--- config.mk ---
export PLATFORM = sky130hd
export DESIGN_NAME = inst_fetch_buffer_flat
export DESIGN_NICKNAME = d
export VERILOG_FILES = /design/src/rtl/inst_fetch_buffer_if.sv /design/src/rtl/inst_fetch_buffer.sv /design/src/flat_wrapper.sv
export SDC_FILE = /design/constraint.sdc
export NUM_CORES = 1
export LEC_CHECK = 0
export CORE_MARGIN = 5
export CORE_UTILIZATION = 40
export CTS_BUF_LIST = sky130_fd_sc_hd__clkbuf_8
export DETAILED_ROUTE_END_ITERATION = 16
export PLACE_DENSITY_LB_ADDON = 0.15
export SYNTH_ARGS = -nofsm -noshare
export SYNTH_HDL_FRONTEND = slang
export SYNTH_SLANG_ARGS = --single-unit
--- constraint.sdc ---
create_clock -name i_clk -period 4 [get_ports i_clk]
set_clock_uncertainty 0.05 [all_clocks]
set_input_delay 0.8 -clock i_clk [delete_from_list [all_inputs] [get_ports i_clk]]
set_output_delay 0.8 -clock i_clk [all_outputs]
set_load 0.02 [all_outputs]
--- src/rtl/inst_fetch_buffer_if.sv ---
// Fetch-stage bus bundle: PC stage controls, instruction-memory request/response
// channel and the decode-side valid/ready handshake.
interface inst_fetch_buffer_if;
  logic [31:0] pc;
  logic        ce;
  logic        flush;
  logic        pc_stall;
  logic        imem_req;
  logic [31:0] imem_addr;
  logic        imem_gnt;
  logic        imem_rvalid;
  logic [31:0] imem_rdata;
  logic        id_valid;
  logic        id_ready;
  logic [31:0] id_pc;
  logic [31:0] id_inst;

  // Environment side: PC stage, instruction memory and ID stage.
  modport master (
    output pc, ce, flush, imem_gnt, imem_rvalid, imem_rdata, id_ready,
    input  pc_stall, imem_req, imem_addr, id_valid, id_pc, id_inst
  );

  // Fetch buffer side.
  modport slave (
    input  pc, ce, flush, imem_gnt, imem_rvalid, imem_rdata, id_ready,
    output pc_stall, imem_req, imem_addr, id_valid, id_pc, id_inst
  );
endinterface

--- src/rtl/inst_fetch_buffer.sv ---
// Instruction fetch buffer: issues one memory request per PC, tags returned
// words with their PC in an in-order circular buffer and presents them to
// decode. On a flush all entries are freed and responses still owed for
// wrong-path requests are counted in r_drop and discarded on arrival.
module inst_fetch_buffer #(
  parameter int unsigned DEPTH = 4
) (
  input  logic                 i_clk,
  input  logic                 i_rst_n,
  inst_fetch_buffer_if.slave   bus
);

  localparam int unsigned PW = (DEPTH > 1) ? $clog2(DEPTH) : 1;
  localparam int unsigned CW = $clog2(DEPTH + 1);
  localparam logic [CW:0] DEPTH_W = (CW + 1)'(DEPTH);

  // Buffer storage.
  logic [31:0]      r_pc     [DEPTH];
  logic [31:0]      r_inst   [DEPTH];
  logic [DEPTH-1:0] r_filled;

  // Pointers (wrap naturally since DEPTH is a power of two) and counters.
  logic [PW-1:0] r_alloc;
  logic [PW-1:0] r_fill;
  logic [PW-1:0] r_head;
  logic [CW-1:0] r_used;
  logic [CW-1:0] r_unfilled;
  logic [CW-1:0] r_drop;

  logic          w_req;
  logic          w_accept;
  logic          w_drop_rsp;
  logic          w_fill;
  logic          w_valid;
  logic          w_pop;
  logic          w_stall;
  logic [31:0]   w_id_pc;
  logic [31:0]   w_id_inst;
  logic [CW-1:0] w_used_nxt;
  logic [CW-1:0] w_unfilled_nxt;
  logic [CW-1:0] w_drop_nxt;

  // Issue, response classification, delivery and next-state counter values.
  always_comb begin
    w_req          = 1'b0;
    w_accept       = 1'b0;
    w_drop_rsp     = 1'b0;
    w_fill         = 1'b0;
    w_valid        = 1'b0;
    w_pop          = 1'b0;
    w_stall        = 1'b0;
    w_id_pc        = 32'h0000_0000;
    w_id_inst      = 32'h0000_0000;
    w_used_nxt     = r_used;
    w_unfilled_nxt = r_unfilled;
    w_drop_nxt     = r_drop;

    // Outstanding requests (live plus to-be-dropped) are bounded by DEPTH so
    // r_drop can never overflow; the reset term keeps the bus quiet in reset.
    w_req = i_rst_n & bus.ce & ~bus.flush
          & ({1'b0, r_used} < DEPTH_W)
          & (({1'b0, r_unfilled} + {1'b0, r_drop}) < DEPTH_W);
    w_accept = w_req & bus.imem_gnt;
    w_stall  = bus.ce & ~bus.flush & ~w_accept;

    // A response with nothing owed is a protocol error and is ignored.
    w_drop_rsp = bus.imem_rvalid & (r_drop != {CW{1'b0}});
    w_fill     = bus.imem_rvalid & (r_drop == {CW{1'b0}}) & (r_unfilled != {CW{1'b0}});

    w_valid = ~bus.flush & (r_used != {CW{1'b0}}) & r_filled[r_head];
    w_pop   = w_valid & bus.id_ready;

    if (w_valid) begin
      w_id_pc   = r_pc[r_head];
      w_id_inst = r_inst[r_head];
    end else begin
      w_id_pc   = 32'h0000_0000;
      w_id_inst = 32'h0000_0000;
    end

    if (bus.flush) begin
      // Every unfilled entry becomes a response to discard; one arriving in
      // this same cycle is already consumed here.
      w_used_nxt     = {CW{1'b0}};
      w_unfilled_nxt = {CW{1'b0}};
      if (bus.imem_rvalid && ((r_drop != {CW{1'b0}}) || (r_unfilled != {CW{1'b0}}))) begin
        w_drop_nxt = r_drop + r_unfilled - {{(CW-1){1'b0}}, 1'b1};
      end else begin
        w_drop_nxt = r_drop + r_unfilled;
      end
    end else begin
      w_used_nxt     = r_used + CW'(w_accept) - CW'(w_pop);
      w_unfilled_nxt = r_unfilled + CW'(w_accept) - CW'(w_fill);
      w_drop_nxt     = r_drop - CW'(w_drop_rsp);
    end
  end

  assign bus.imem_req  = w_req;
  assign bus.imem_addr = {bus.pc[31:2], 2'b00};
  assign bus.pc_stall  = w_stall;
  assign bus.id_valid  = w_valid;
  assign bus.id_pc     = w_id_pc;
  assign bus.id_inst   = w_id_inst;

  // Occupancy counters.
  always_ff @(posedge i_clk or negedge i_rst_n) begin
    if (!i_rst_n) begin
      r_used     <= {CW{1'b0}};
      r_unfilled <= {CW{1'b0}};
      r_drop     <= {CW{1'b0}};
    end else begin
      r_used     <= w_used_nxt;
      r_unfilled <= w_unfilled_nxt;
      r_drop     <= w_drop_nxt;
    end
  end

  // Ring pointers; a flush collapses head and fill onto the allocation point.
  always_ff @(posedge i_clk or negedge i_rst_n) begin
    if (!i_rst_n) begin
      r_alloc <= {PW{1'b0}};
      r_fill  <= {PW{1'b0}};
      r_head  <= {PW{1'b0}};
    end else if (bus.flush) begin
      r_fill <= r_alloc;
      r_head <= r_alloc;
    end else begin
      if (w_accept) begin
        r_alloc <= r_alloc + PW'(1);
      end
      if (w_fill) begin
        r_fill <= r_fill + PW'(1);
      end
      if (w_pop) begin
        r_head <= r_head + PW'(1);
      end
    end
  end

  // Entry storage: allocate with the PC, fill with the returned word.
  always_ff @(posedge i_clk or negedge i_rst_n) begin
    if (!i_rst_n) begin
      r_filled <= {DEPTH{1'b0}};
      for (int k = 0; k < DEPTH; k++) begin
        r_pc[k]   <= 32'h0000_0000;
        r_inst[k] <= 32'h0000_0000;
      end
    end else if (bus.flush) begin
      r_filled <= {DEPTH{1'b0}};
    end else begin
      if (w_accept) begin
        r_pc[r_alloc]     <= bus.pc;
        r_filled[r_alloc] <= 1'b0;
      end
      if (w_fill) begin
        r_inst[r_fill]   <= bus.imem_rdata;
        r_filled[r_fill] <= 1'b1;
      end
    end
  end

endmodule
--- src/flat_wrapper.sv ---
// flat-port wrapper written by rule: the top's interface ports become plain ports
module inst_fetch_buffer_flat 
#(
  parameter int unsigned DEPTH = 4
)
  (i_clk, i_rst_n, bus_pc, bus_ce, bus_flush, bus_imem_gnt, bus_imem_rvalid, bus_imem_rdata, bus_id_ready, bus_pc_stall, bus_imem_req, bus_imem_addr, bus_id_valid, bus_id_pc, bus_id_inst);
  inst_fetch_buffer_if bus_i ();
  input  logic i_clk;
  input  logic i_rst_n;
  input wire logic [$bits(bus_i.pc)-1:0] bus_pc;
  input wire logic [$bits(bus_i.ce)-1:0] bus_ce;
  input wire logic [$bits(bus_i.flush)-1:0] bus_flush;
  input wire logic [$bits(bus_i.imem_gnt)-1:0] bus_imem_gnt;
  input wire logic [$bits(bus_i.imem_rvalid)-1:0] bus_imem_rvalid;
  input wire logic [$bits(bus_i.imem_rdata)-1:0] bus_imem_rdata;
  input wire logic [$bits(bus_i.id_ready)-1:0] bus_id_ready;
  output wire logic [$bits(bus_i.pc_stall)-1:0] bus_pc_stall;
  output wire logic [$bits(bus_i.imem_req)-1:0] bus_imem_req;
  output wire logic [$bits(bus_i.imem_addr)-1:0] bus_imem_addr;
  output wire logic [$bits(bus_i.id_valid)-1:0] bus_id_valid;
  output wire logic [$bits(bus_i.id_pc)-1:0] bus_id_pc;
  output wire logic [$bits(bus_i.id_inst)-1:0] bus_id_inst;
  assign bus_i.pc = bus_pc;
  assign bus_i.ce = bus_ce;
  assign bus_i.flush = bus_flush;
  assign bus_i.imem_gnt = bus_imem_gnt;
  assign bus_i.imem_rvalid = bus_imem_rvalid;
  assign bus_i.imem_rdata = bus_imem_rdata;
  assign bus_i.id_ready = bus_id_ready;
  assign bus_pc_stall = bus_i.pc_stall;
  assign bus_imem_req = bus_i.imem_req;
  assign bus_imem_addr = bus_i.imem_addr;
  assign bus_id_valid = bus_i.id_valid;
  assign bus_id_pc = bus_i.id_pc;
  assign bus_id_inst = bus_i.id_inst;
  inst_fetch_buffer #(.DEPTH(DEPTH)) u_core (.i_clk(i_clk), .i_rst_n(i_rst_n), .bus(bus_i));
endmodule
==> out/qor.yml <==
drive_gt1_frac: 0.401
yosys_warnings: 0
critPathMaxFanout: 6
num_io_pins: 170
slew_viol_final: 0
grt_setup_unrepaired: "false"
layout_common_cells: "dfrtp_1 (273), clkdlybuf4s50_1 (165), mux2_2 (143)"
fmax_mhz: 275
hold_class: "flop to flop"
rows: 67
p_comb_frac: 0.268
power.density_nw_per_um2: 534
period_needed_ns: 3.64
fp.dieH_um: 195
crit_buf_inv: 1
fin_util: 0.487
drtIter0Drc: 224
syn_area_per_cell_um2: 15.9
setup-tns-final_ns: 0
numCtsBuffers: 51
setup.worst_path.start_class: "flop"
dr_total_vias: 7473
synth_top_family_by_area: "multiplexers"
maxCapViolCount: 0
cts.sinks: 275
synthXorXnorAreaFrac: 0.00576
end_kind: "output port"
cts-root-buf: "clkbuf_8"
whs_ns: 0.447
cp.arrival_ns: 2.79
cts_tree: "built"
antenna-diode-count: 0
ys_ff_latch: 275
place_hpwl_um: 17400
insertion_delay_ns: 0.56
layout_commonest_cell: "dfrtp_1"
syn-cell-area_um2: 13700
tightest_slew_ns: 0.982
drt_first_pass_iters: 4
post_cts_buffers: 0
worstSetupPathType: "flop to output port"
critPathTopFamily: "adder cells"
synth_simple_gate_area_frac: 0.0473
crit_chain: "ha_1, fa_1, nor2_1, a21oi_4, nor3_1, clkdlybuf4s50_1"
place_congestion: 0.716
synth-seq-area-share: 0.503
h-tree-depth: 2
die_w_um: 195
relSlewSlack: 0.345
grt_pass1_wl_um: 47200
grt_pass1_vias: 8352
clkPwrFrac: 0.290
synth_compound_area_frac: 0.0106
hold_violations: 0
fillers: 2951
synth_fa_ha_area_frac: 0.0208
fp.coreArea_um2: 33700
grt_start_max_net_pins: 171
overflow: 0
p_sw_mw: 2.37
critPathSlowestCell: "clkdlybuf4s50_1"
p_seq_frac: 0.443
muxShareOfSynthArea: 0.353
internal_power_mw: 6.39
ant_nets: 0
max_stage_delay_ns: 0.65
wl_um: 28900
status: "finished, final reports clean"
ys_types: 41
sw_frac_of_total: 0.271
vias_per_cell: 5.00
dieArea_um2: 38000
synthCells: 859
port_buffers: 167
wl_per_cell_um: 19.3
period_share: 0.909
drcViolationCount: 0
clk_pin_slew_ns: 0.05
syn_to_final_growth_pct: 19.8
start_util: 0.406
critPathRequiredTime_ns: 3.15
layout.nets: 1104
setup-violations-final: 0
peakVddDrop_mv: 0.272
antenna_found_initial: 1
cts.path.max_buffers: 3
track_usage: 0.153
p_leak_nw: 8.03
==> synth_stat cells <==
cell type	n	area, µm²
or3_1	2	12.5
buf_12	12	240
clkbuf_2	1	5.00
conb_1	1	3.75
ha_1	18	225
a21oi_4	2	32.5
nor4b_2	1	15.0
and2_4	1	8.76
nor3b_1	1	7.51
a32o_1	4	40.0
o2111ai_1	1	8.76
or4_1	4	30.0
o41ai_1	1	8.76
or3_4	1	11.3
mux2i_1	4	40.0
and2b_1	20	150
buf_4	44	330
buf_2	11	55.1
xor2_1	2	17.5
nor3_1	2	10.0
and4_1	1	8.76
mux2_4	116	1740
clkbuf_1	13	48.8
clkinv_4	1	8.76
nor2_1	7	26.3
o21ai_0	6	30.0
fa_1	3	60.1
mux2_2	143	1610
dfrtp_1	275	6880
buf_6	5	56.3
a31o_2	1	8.76
nand2_1	12	45.0
a41o_1	1	10.0
nand4_2	1	12.5
o22ai_1	1	6.26
and3_1	1	6.26
mux4_2	64	1440
nand3_1	2	10.0
nor2b_1	47	294
xnor2_1	7	61.3
inv_1	19	71.3
==> layer usage <==
layer,vias up,share of wire,GRT usage
met3,48,0.046,0.0338
met2,154,0.47,0.245
met1,3891,0.46,0.212
met5,-,0.00045,0
met4,2,0.018,0.0403
li1,3378,-,-
==> state kept, by name, indices dropped and copies added (netlist names), 3 cells and up <==
name               count
u_core.r_drop          3
u_core.r_filled        4
u_core.r_inst        128
u_core.r_pc          128
u_core.r_unfilled      3
u_core.r_used          3
==> kinds of logic (layout without fill, tap and decap cells) <==
kind of cell,Yosys count,after routing
multiplexers,327,327
flip-flops,275,275
AO/OA/AOI/OAI,17,17
AND/OR/NAND/NOR,103,103
XOR/XNOR,9,9
other,1,2
buffers and inverters,106,293
adder cells (fa/ha/maj),21,21
==> timing repair <==
action / 4_1_cts / 5_1_grt
setup endpoints to repair: 0 / 1
resized for setup: 0 / 1
endpoints found under the hold margin: 0 / 1
hold buffers: 0 / 1
==> power by group through the flow <==
stage               logic [mW]  clock network [mW]  registers, mW
floorplan                 1.90                   0           3.75
finish                    2.35                2.54           3.88
detailed placement        2.39                   0           3.91
global placement          2.37                   0           3.91
global route              2.54                2.79           3.96
CTS                       2.40                2.65           3.88
==> metrics by stage <==
| step | worst slack [ns] | std cells | instance area [µm²] | power, mW |
|---|---|---|---|---|
| 2_1_floorplan | 1.09 | 860 | 13700 | 5.65 |
| 3_3_place_gp | 0.513 | 1406 | 15400 | 6.28 |
| 6_report | 0.364 | 1495 | 16400 | 8.76 |
| 5_1_grt | 0.179 | 1495 | 16400 | 9.30 |
| 3_5_place_dp | 0.474 | 1406 | 15400 | 6.30 |
| 4_1_cts | 0.118 | 1494 | 16400 | 8.93 |
==> path summary, 6_finish.rpt <==
kind,startpoint,end,slack (ns),cells after the start
setup / recovery,u_core.r_drop[0],bus_imem_req,0.36,6
hold / removal,u_core.r_inst[62],u_core.r_inst[62],0.45,1
setup reg to reg,u_core.r_drop[0],u_core.r_unfilled[2],1.04,12
hold reg to reg,u_core.r_inst[62],u_core.r_inst[62],0.45,1
max in group asynchronous,i_rst_n,u_core.r_head[0],1.86,3
min in group asynchronous,i_rst_n,u_core.r_pc[43],0.67,2
==> cell type report <==
| type | instances | area [µm²] | share of cell area |
|---|---|---|---|
| Clock buffer | 59 | 812 | 0.0495 |
| Clock inverter | 29 | 155 | 0.00945 |
| Inverter | 20 | 80.1 | 0.00488 |
| Multi-Input combinational cell | 479 | 6020 | 0.367 |
| Sequential cell | 275 | 6890 | 0.420 |
| Tap cell | 448 | 561 | 0.0342 |
| Timing Repair Buffer | 185 | 1890 | 0.115 |
Power figures use the tool's default switching activity.
